--- src/rtl/apb_master_bridge_if.sv ---
// Command/response and APB bus bundle for apb_master_bridge.
// master = bridge side, slave = requester plus APB peripheral side.
interface apb_master_bridge_if;
    logic        i_CMD_VALID;
    logic        o_CMD_READY;
    logic        i_CMD_WRITE;
    logic [15:0] i_CMD_ADDR;
    logic [7:0]  i_CMD_WDATA;
    logic        o_RSP_VALID;
    logic [7:0]  o_RSP_RDATA;
    logic        o_RSP_TIMEOUT;
    logic        o_BUSY;
    logic        o_PSEL0;
    logic        o_PENABLE;
    logic        o_PWRITE;
    logic [15:0] o_PADDR;
    logic [7:0]  o_PWDATA;
    logic        i_PREADY;
    logic [7:0]  i_PRDATA;

    modport master (
        input  i_CMD_VALID, i_CMD_WRITE, i_CMD_ADDR, i_CMD_WDATA, i_PREADY, i_PRDATA,
        output o_CMD_READY, o_RSP_VALID, o_RSP_RDATA, o_RSP_TIMEOUT, o_BUSY,
        output o_PSEL0, o_PENABLE, o_PWRITE, o_PADDR, o_PWDATA
    );

    modport slave (
        output i_CMD_VALID, i_CMD_WRITE, i_CMD_ADDR, i_CMD_WDATA, i_PREADY, i_PRDATA,
        input  o_CMD_READY, o_RSP_VALID, o_RSP_RDATA, o_RSP_TIMEOUT, o_BUSY,
        input  o_PSEL0, o_PENABLE, o_PWRITE, o_PADDR, o_PWDATA
    );
endinterface

--- src/rtl/apb_master_bridge.sv ---
// Single-outstanding APB initiator: valid/ready command in, SETUP/ACCESS transfer out,
// one-cycle response pulse back, with a wait-state watchdog. All outputs registered.
module apb_master_bridge #(
    parameter int unsigned TIMEOUT_CYCLES = 16,
    parameter int unsigned TCNT_W         = 8
) (
    input  logic                 i_PCLK,
    input  logic                 i_PRESET,
    apb_master_bridge_if.master  bus
);

    typedef enum logic [1:0] {StIdle, StSetup, StAccess, StResp} state_e;

    localparam bit                TimeoutEn = (TIMEOUT_CYCLES != 0);
    localparam logic [TCNT_W-1:0] TLast     = TCNT_W'(TimeoutEn ? TIMEOUT_CYCLES - 1 : 0);

    state_e            state_q, state_d;
    logic [TCNT_W-1:0] cnt_q, cnt_d;
    logic              cmd_ready_q, cmd_ready_d;
    logic              busy_q, busy_d;
    logic              psel_q, psel_d;
    logic              penable_q, penable_d;
    logic              pwrite_q, pwrite_d;
    logic [15:0]       paddr_q, paddr_d;
    logic [7:0]        pwdata_q, pwdata_d;
    logic              rsp_valid_q, rsp_valid_d;
    logic [7:0]        rsp_rdata_q, rsp_rdata_d;
    logic              rsp_timeout_q, rsp_timeout_d;

    always_comb begin
        state_d       = state_q;
        cnt_d         = cnt_q;
        pwrite_d      = pwrite_q;
        paddr_d       = paddr_q;
        pwdata_d      = pwdata_q;
        rsp_rdata_d   = rsp_rdata_q;
        rsp_timeout_d = rsp_timeout_q;

        unique case (state_q)
            StIdle: begin
                if (bus.i_CMD_VALID && cmd_ready_q) begin
                    pwrite_d = bus.i_CMD_WRITE;
                    paddr_d  = bus.i_CMD_ADDR;
                    pwdata_d = bus.i_CMD_WRITE ? bus.i_CMD_WDATA : 8'h00;
                    cnt_d    = '0;
                    state_d  = StSetup;
                end
            end
            StSetup: state_d = StAccess;
            StAccess: begin
                // PREADY wins over the watchdog when both land on the same edge
                if (bus.i_PREADY) begin
                    rsp_rdata_d   = pwrite_q ? 8'h00 : bus.i_PRDATA;
                    rsp_timeout_d = 1'b0;
                    state_d       = StResp;
                end else if (TimeoutEn && (cnt_q == TLast)) begin
                    rsp_rdata_d   = 8'h00;
                    rsp_timeout_d = 1'b1;
                    state_d       = StResp;
                end else begin
                    cnt_d = cnt_q + TCNT_W'(1);
                end
            end
            StResp:  state_d = StIdle;
            default: state_d = StIdle;
        endcase

        // Control outputs are a pure function of the next state, so they register cleanly
        cmd_ready_d = (state_d == StIdle);
        busy_d      = (state_d != StIdle);
        psel_d      = (state_d == StSetup) || (state_d == StAccess);
        penable_d   = (state_d == StAccess);
        rsp_valid_d = (state_d == StResp);
    end

    always_ff @(posedge i_PCLK) begin
        if (i_PRESET) begin
            state_q       <= StIdle;
            cnt_q         <= '0;
            cmd_ready_q   <= 1'b1;
            busy_q        <= 1'b0;
            psel_q        <= 1'b0;
            penable_q     <= 1'b0;
            pwrite_q      <= 1'b0;
            paddr_q       <= 16'h0000;
            pwdata_q      <= 8'h00;
            rsp_valid_q   <= 1'b0;
            rsp_rdata_q   <= 8'h00;
            rsp_timeout_q <= 1'b0;
        end else begin
            state_q       <= state_d;
            cnt_q         <= cnt_d;
            cmd_ready_q   <= cmd_ready_d;
            busy_q        <= busy_d;
            psel_q        <= psel_d;
            penable_q     <= penable_d;
            pwrite_q      <= pwrite_d;
            paddr_q       <= paddr_d;
            pwdata_q      <= pwdata_d;
            rsp_valid_q   <= rsp_valid_d;
            rsp_rdata_q   <= rsp_rdata_d;
            rsp_timeout_q <= rsp_timeout_d;
        end
    end

    assign bus.o_CMD_READY   = cmd_ready_q;
    assign bus.o_BUSY        = busy_q;
    assign bus.o_PSEL0       = psel_q;
    assign bus.o_PENABLE     = penable_q;
    assign bus.o_PWRITE      = pwrite_q;
    assign bus.o_PADDR       = paddr_q;
    assign bus.o_PWDATA      = pwdata_q;
    assign bus.o_RSP_VALID   = rsp_valid_q;
    assign bus.o_RSP_RDATA   = rsp_rdata_q;
    assign bus.o_RSP_TIMEOUT = rsp_timeout_q;

endmodule
--- src/flat_wrapper.sv ---
// flat-port wrapper written by rule: the top's interface ports become plain ports
module apb_master_bridge_flat 
#(
    parameter int unsigned TIMEOUT_CYCLES = 16,
    parameter int unsigned TCNT_W         = 8
)
  (i_PCLK, i_PRESET, bus_i_CMD_VALID, bus_i_CMD_WRITE, bus_i_CMD_ADDR, bus_i_CMD_WDATA, bus_i_PREADY, bus_i_PRDATA, bus_o_CMD_READY, bus_o_RSP_VALID, bus_o_RSP_RDATA, bus_o_RSP_TIMEOUT, bus_o_BUSY, bus_o_PSEL0, bus_o_PENABLE, bus_o_PWRITE, bus_o_PADDR, bus_o_PWDATA);
  apb_master_bridge_if bus_i ();
  input  logic i_PCLK;
  input  logic i_PRESET;
  input wire logic [$bits(bus_i.i_CMD_VALID)-1:0] bus_i_CMD_VALID;
  input wire logic [$bits(bus_i.i_CMD_WRITE)-1:0] bus_i_CMD_WRITE;
  input wire logic [$bits(bus_i.i_CMD_ADDR)-1:0] bus_i_CMD_ADDR;
  input wire logic [$bits(bus_i.i_CMD_WDATA)-1:0] bus_i_CMD_WDATA;
  input wire logic [$bits(bus_i.i_PREADY)-1:0] bus_i_PREADY;
  input wire logic [$bits(bus_i.i_PRDATA)-1:0] bus_i_PRDATA;
  output wire logic [$bits(bus_i.o_CMD_READY)-1:0] bus_o_CMD_READY;
  output wire logic [$bits(bus_i.o_RSP_VALID)-1:0] bus_o_RSP_VALID;
  output wire logic [$bits(bus_i.o_RSP_RDATA)-1:0] bus_o_RSP_RDATA;
  output wire logic [$bits(bus_i.o_RSP_TIMEOUT)-1:0] bus_o_RSP_TIMEOUT;
  output wire logic [$bits(bus_i.o_BUSY)-1:0] bus_o_BUSY;
  output wire logic [$bits(bus_i.o_PSEL0)-1:0] bus_o_PSEL0;
  output wire logic [$bits(bus_i.o_PENABLE)-1:0] bus_o_PENABLE;
  output wire logic [$bits(bus_i.o_PWRITE)-1:0] bus_o_PWRITE;
  output wire logic [$bits(bus_i.o_PADDR)-1:0] bus_o_PADDR;
  output wire logic [$bits(bus_i.o_PWDATA)-1:0] bus_o_PWDATA;
  assign bus_i.i_CMD_VALID = bus_i_CMD_VALID;
  assign bus_i.i_CMD_WRITE = bus_i_CMD_WRITE;
  assign bus_i.i_CMD_ADDR = bus_i_CMD_ADDR;
  assign bus_i.i_CMD_WDATA = bus_i_CMD_WDATA;
  assign bus_i.i_PREADY = bus_i_PREADY;
  assign bus_i.i_PRDATA = bus_i_PRDATA;
  assign bus_o_CMD_READY = bus_i.o_CMD_READY;
  assign bus_o_RSP_VALID = bus_i.o_RSP_VALID;
  assign bus_o_RSP_RDATA = bus_i.o_RSP_RDATA;
  assign bus_o_RSP_TIMEOUT = bus_i.o_RSP_TIMEOUT;
  assign bus_o_BUSY = bus_i.o_BUSY;
  assign bus_o_PSEL0 = bus_i.o_PSEL0;
  assign bus_o_PENABLE = bus_i.o_PENABLE;
  assign bus_o_PWRITE = bus_i.o_PWRITE;
  assign bus_o_PADDR = bus_i.o_PADDR;
  assign bus_o_PWDATA = bus_i.o_PWDATA;
  apb_master_bridge #(.TIMEOUT_CYCLES(TIMEOUT_CYCLES), .TCNT_W(TCNT_W)) u_core (.i_PCLK(i_PCLK), .i_PRESET(i_PRESET), .bus(bus_i));
endmodule
--- config.mk ---
export PLATFORM = sky130hd
export DESIGN_NAME = apb_master_bridge_flat
export DESIGN_NICKNAME = d
export VERILOG_FILES = /design/src/rtl/apb_master_bridge_if.sv /design/src/rtl/apb_master_bridge.sv /design/src/flat_wrapper.sv
export SDC_FILE = /design/constraint.sdc
export NUM_CORES = 1
export LEC_CHECK = 0
export CAP_MARGIN = 10
export CORE_UTILIZATION = 46
export CTS_CLUSTER_SIZE = 16
export DETAILED_ROUTE_END_ITERATION = 8
export HOLD_SLACK_MARGIN = 0.12
export PLACE_DENSITY = 0.83
export SLEW_MARGIN = 25
export SYNTH_ARGS = -nofsm -noshare
export SYNTH_HDL_FRONTEND = slang
export SYNTH_SLANG_ARGS = --single-unit
--- constraint.sdc ---
create_clock -name i_PCLK -period 2.9 [get_ports i_PCLK]
set_input_delay 0.29 -clock i_PCLK [delete_from_list [all_inputs] [get_ports i_PCLK]]
set_output_delay 0.29 -clock i_PCLK [all_outputs]
set_load 0.01 [all_outputs]
==> results.md <==
* Status: finished, final reports clean
* Iteration-0 DRC Markers at 152
* CTS Sinks at 49
* CP max-delay cell: a32oi_2
* Clk_skew at 5.56 ps
* CP required at 3100 ps
* Library cells used by synthesis at 36
* GRT Overall Usage at 21.1%
* Peak supply drop at 437 uV
* Largest net degree at the start of global routing at 50
* Setup-failing EPs final at 0
* Final Hold Slack at 450 ps
* DIE HEIGHT at 67.5 um
* Vias in the first global route at 1,628
* I/O Buffers at 75
* Most frequent cells in the layout: clkdlybuf4s50_1, dfxtp_1, nand2_1
* Min-Delay Path Class: register to register
* Residual DRC count at 0
* Combinational Power Share at 39.4%
* Routed len/inst at 13.7 um
* DR vias at 1,839
* Clock Latency Late Sink at 300 ps
* Clock root cell: clkbuf_8
* Setup crit end: u_core.cnt_q[5]$_SDFFE_PP0P_
* Flop pwr share at 39.1%
* FMAX at 446 MHz
* Final hold vios at 0
* Global route total overflow at 0
* Drt first pass iters at 4
* Avg Synthesized Cell Area at 8.73 sq um
* R2R depth at 6
* Fin crit period at 2240 ps
* Syn Inst Count at 226
* Area grow syn2layout at 44.2%
* DP HPWL at 3220 um
* Pre-CTS WS at 712 ps
* RSZ-0062 raised after global routing: false
* Slew @ Worst Pin at 919 ps
* NetSw at 753 uW
* Final net count at 340
* Crit Path Class: register to register
* TNS Setup at 0 ps
* # diodes at 0
* Leakage power at 1.03 nW
* RR Startpoint: u_core.state_q[0]$_SDFF_PP0_
* CTS tree: yes
* Crit. Startpoint: u_core.state_q[0]$_SDFF_PP0_
* # resized after CTS at 0
* CTS max path bufs at 2
* Register area share after synthesis at 49.7%
* PwrDens at 771 nW/um^2
* R2r setup slk at 660 ps
* Worst setup EP type: register
* Worst EP arrival at 2440 ps
* Worst r2r dst: u_core.cnt_q[5]$_SDFFE_PP0P_
* Drt via density at 5.30
* Mapped cell area at 1970 sq um
* Layout fillers at 312
* DRT Wirelength at 4760 um
* Relative slew slack at 38.7%
* Largest stage delay on the critical path at 550 ps
* Clock network fraction of total power at 21.6%
* Crit Path Max Fanout at 15
* Initial antenna violation count at 0
* Core area at 4060 sq um
* Synth Register Bits at 49
* Fin. max-slew vios at 0
* Internal at 1.44 mW
* Setup bufs post-CTS at 0
* Max-capacitance violation count at 0
* Clock transition at the registers of the reported paths at 90 ps
* First-pass GRT wire length at 7220 um
* Switching part of the total at 34.3%
* Most common cell after layout, fill and taps aside: clkdlybuf4s50_1
* Initial core utilization at 48.6%
* Placement Rows at 23
* Final worst setup slack at 658 ps
* I/O Pins at 76
* Detail Route Antenna Nets at 0
* Final Cycle Share at 77.3%
* Die Wd at 67.5 um
* DIE AREA at 4550 sq um
* GPL Wtd Cong at 0.846
* Syn Nets at 269
* Yosys warns at 0
* Crit-path cells: inv_1 -> ha_1 -> and2b_1 -> a32oi_2 -> nand3_1 -> a32o_1
* CTS Hold Buffers Added at 0
* # H-tree levels at 2
* Crit start category: register
* TritonCTS buffer count at 5
* Layout cell share with drive strength beyond 1 at 6.40%
[kinds of logic (layout without fill, tap and decap cells)]
| family | Yosys count | count (layout) | synth area share [%] |
|---|---|---|---|
| buffers and inverters | 18 | 89 | 3.74 |
| DFF | 49 | 49 | 49.7 |
| adders and majority gates | 6 | 6 | 3.81 |
| AOI/OAI and AO/OA | 61 | 61 | 21.6 |
| and+or+nand+nor | 92 | 92 | 21.1 |
[how the worst min path moves through the flow]
stage / start / to / depth (start not counted)
floorplan: bus_i_CMD_ADDR[0] / u_core.bus.o_PADDR[0]$_SDFFE_PP0P_ / 2
global placement: u_core.bus.o_PWDATA[7]$_SDFFE_PP0P_ / u_core.bus.o_PWDATA[7]$_SDFFE_PP0P_ / 2
detailed placement: u_core.bus.o_PWDATA[7]$_SDFFE_PP0P_ / u_core.bus.o_PWDATA[7]$_SDFFE_PP0P_ / 2
CTS: u_core.bus.o_PWDATA[2]$_SDFFE_PP0P_ / u_core.bus.o_PWDATA[2]$_SDFFE_PP0P_ / 2
global route: u_core.bus.o_PWDATA[7]$_SDFFE_PP0P_ / u_core.bus.o_PWDATA[7]$_SDFFE_PP0P_ / 2
finish: u_core.bus.o_PWDATA[2]$_SDFFE_PP0P_ / u_core.bus.o_PWDATA[2]$_SDFFE_PP0P_ / 2
[synth_stat cells, drive strengths merged]
cell | instances | area [sq um]
a21oi | 31 | 155
nor3 | 2 | 21.3
o31ai | 1 | 12.5
nand3 | 13 | 65.1
o211a | 1 | 10.0
a32oi | 1 | 16.3
clkbuf | 8 | 30.0
a41oi | 1 | 8.76
and2b | 1 | 7.51
nor2 | 16 | 62.6
nand2b | 3 | 18.8
a32o | 3 | 30.0
buf | 5 | 25.0
nor4 | 2 | 12.5
nand2 | 48 | 180
or2 | 1 | 6.26
o21ai | 6 | 30.0
a21boi | 1 | 7.51
nand4 | 2 | 12.5
a311oi | 5 | 67.6
a41o | 1 | 10.0
o21a | 1 | 7.51
and3 | 3 | 23.8
nor2b | 1 | 6.26
a21bo | 1 | 10.0
a22oi | 8 | 60.1
inv | 5 | 18.8
dfxtp | 49 | 981
ha | 6 | 75.1
[cell type report]
cell class / count / area (sq um) / share of cell area (%)
clock buffer: 5 / 68.8 / 2.42
timing repair buffer: 77 / 761 / 26.7
inverter: 5 / 18.8 / 0.660
sequential: 49 / 981 / 34.5
clock inverter: 2 / 35.0 / 1.23
tap: 50 / 62.6 / 2.20
multi-input combinational: 159 / 917 / 32.2
[worst max-delay path: cells and delay by family (launching register included)]
family                     cells  cell delay, ps
AOI/OAI and AO/OA              2             840
and+or+nand+nor                2             470
adders and majority gates      1             380
DFF                            1             360
buffers and inverters          1              90
[sequential cells by signal, summed over array words and instances, names as in the netlist]
register	count
u_core.cnt_q	8
u_core.bus.o_RSP_TIMEOUT	1
u_core.bus.o_PADDR	16
u_core.bus.o_BUSY	1
u_core.bus.o_CMD_READY	1
u_core.bus.o_RSP_VALID	1
u_core.bus.o_PWDATA	8
u_core.bus.o_PSEL0	1
u_core.state_q	2
u_core.bus.o_PWRITE	1
u_core.bus.o_RSP_RDATA	8
u_core.bus.o_PENABLE	1
[power groups by stage]
stage / Clock, mW / Sequential (mW) / Combinational (mW)
3_3_place_gp: 0 / 0.867 / 0.848
3_5_place_dp: 0 / 0.870 / 0.852
5_1_grt: 0.504 / 0.872 / 0.952
6_report: 0.473 / 0.856 / 0.863
4_1_cts: 0.480 / 0.857 / 0.862
2_1_floorplan: 0 / 0.910 / 0.461
[metrics by stage]
stage          utilization, %  instances  instance area, sq um  total power [mW]
5_1_grt                  70.1        347                  2840              2.33
4_1_cts                  70.1        347                  2840              2.20
6_report                 70.1        347                  2840              2.19
3_5_place_dp             67.5        340                  2740              1.72
2_1_floorplan               -        226                  1970              1.37
3_3_place_gp             67.5        340                  2740              1.71
[metal layers]
metal / wire length [um] / global-route usage [%] / share of wire, %
met4: 85 / 7.71 / 1.8
met5: 0 / 0 / 0
met1: 2000 / 24.5 / 42
met2: 2390 / 36.4 / 50
met3: 275 / 6.08 / 5.8
Note: power is estimated with default switching activity, not from simulation.
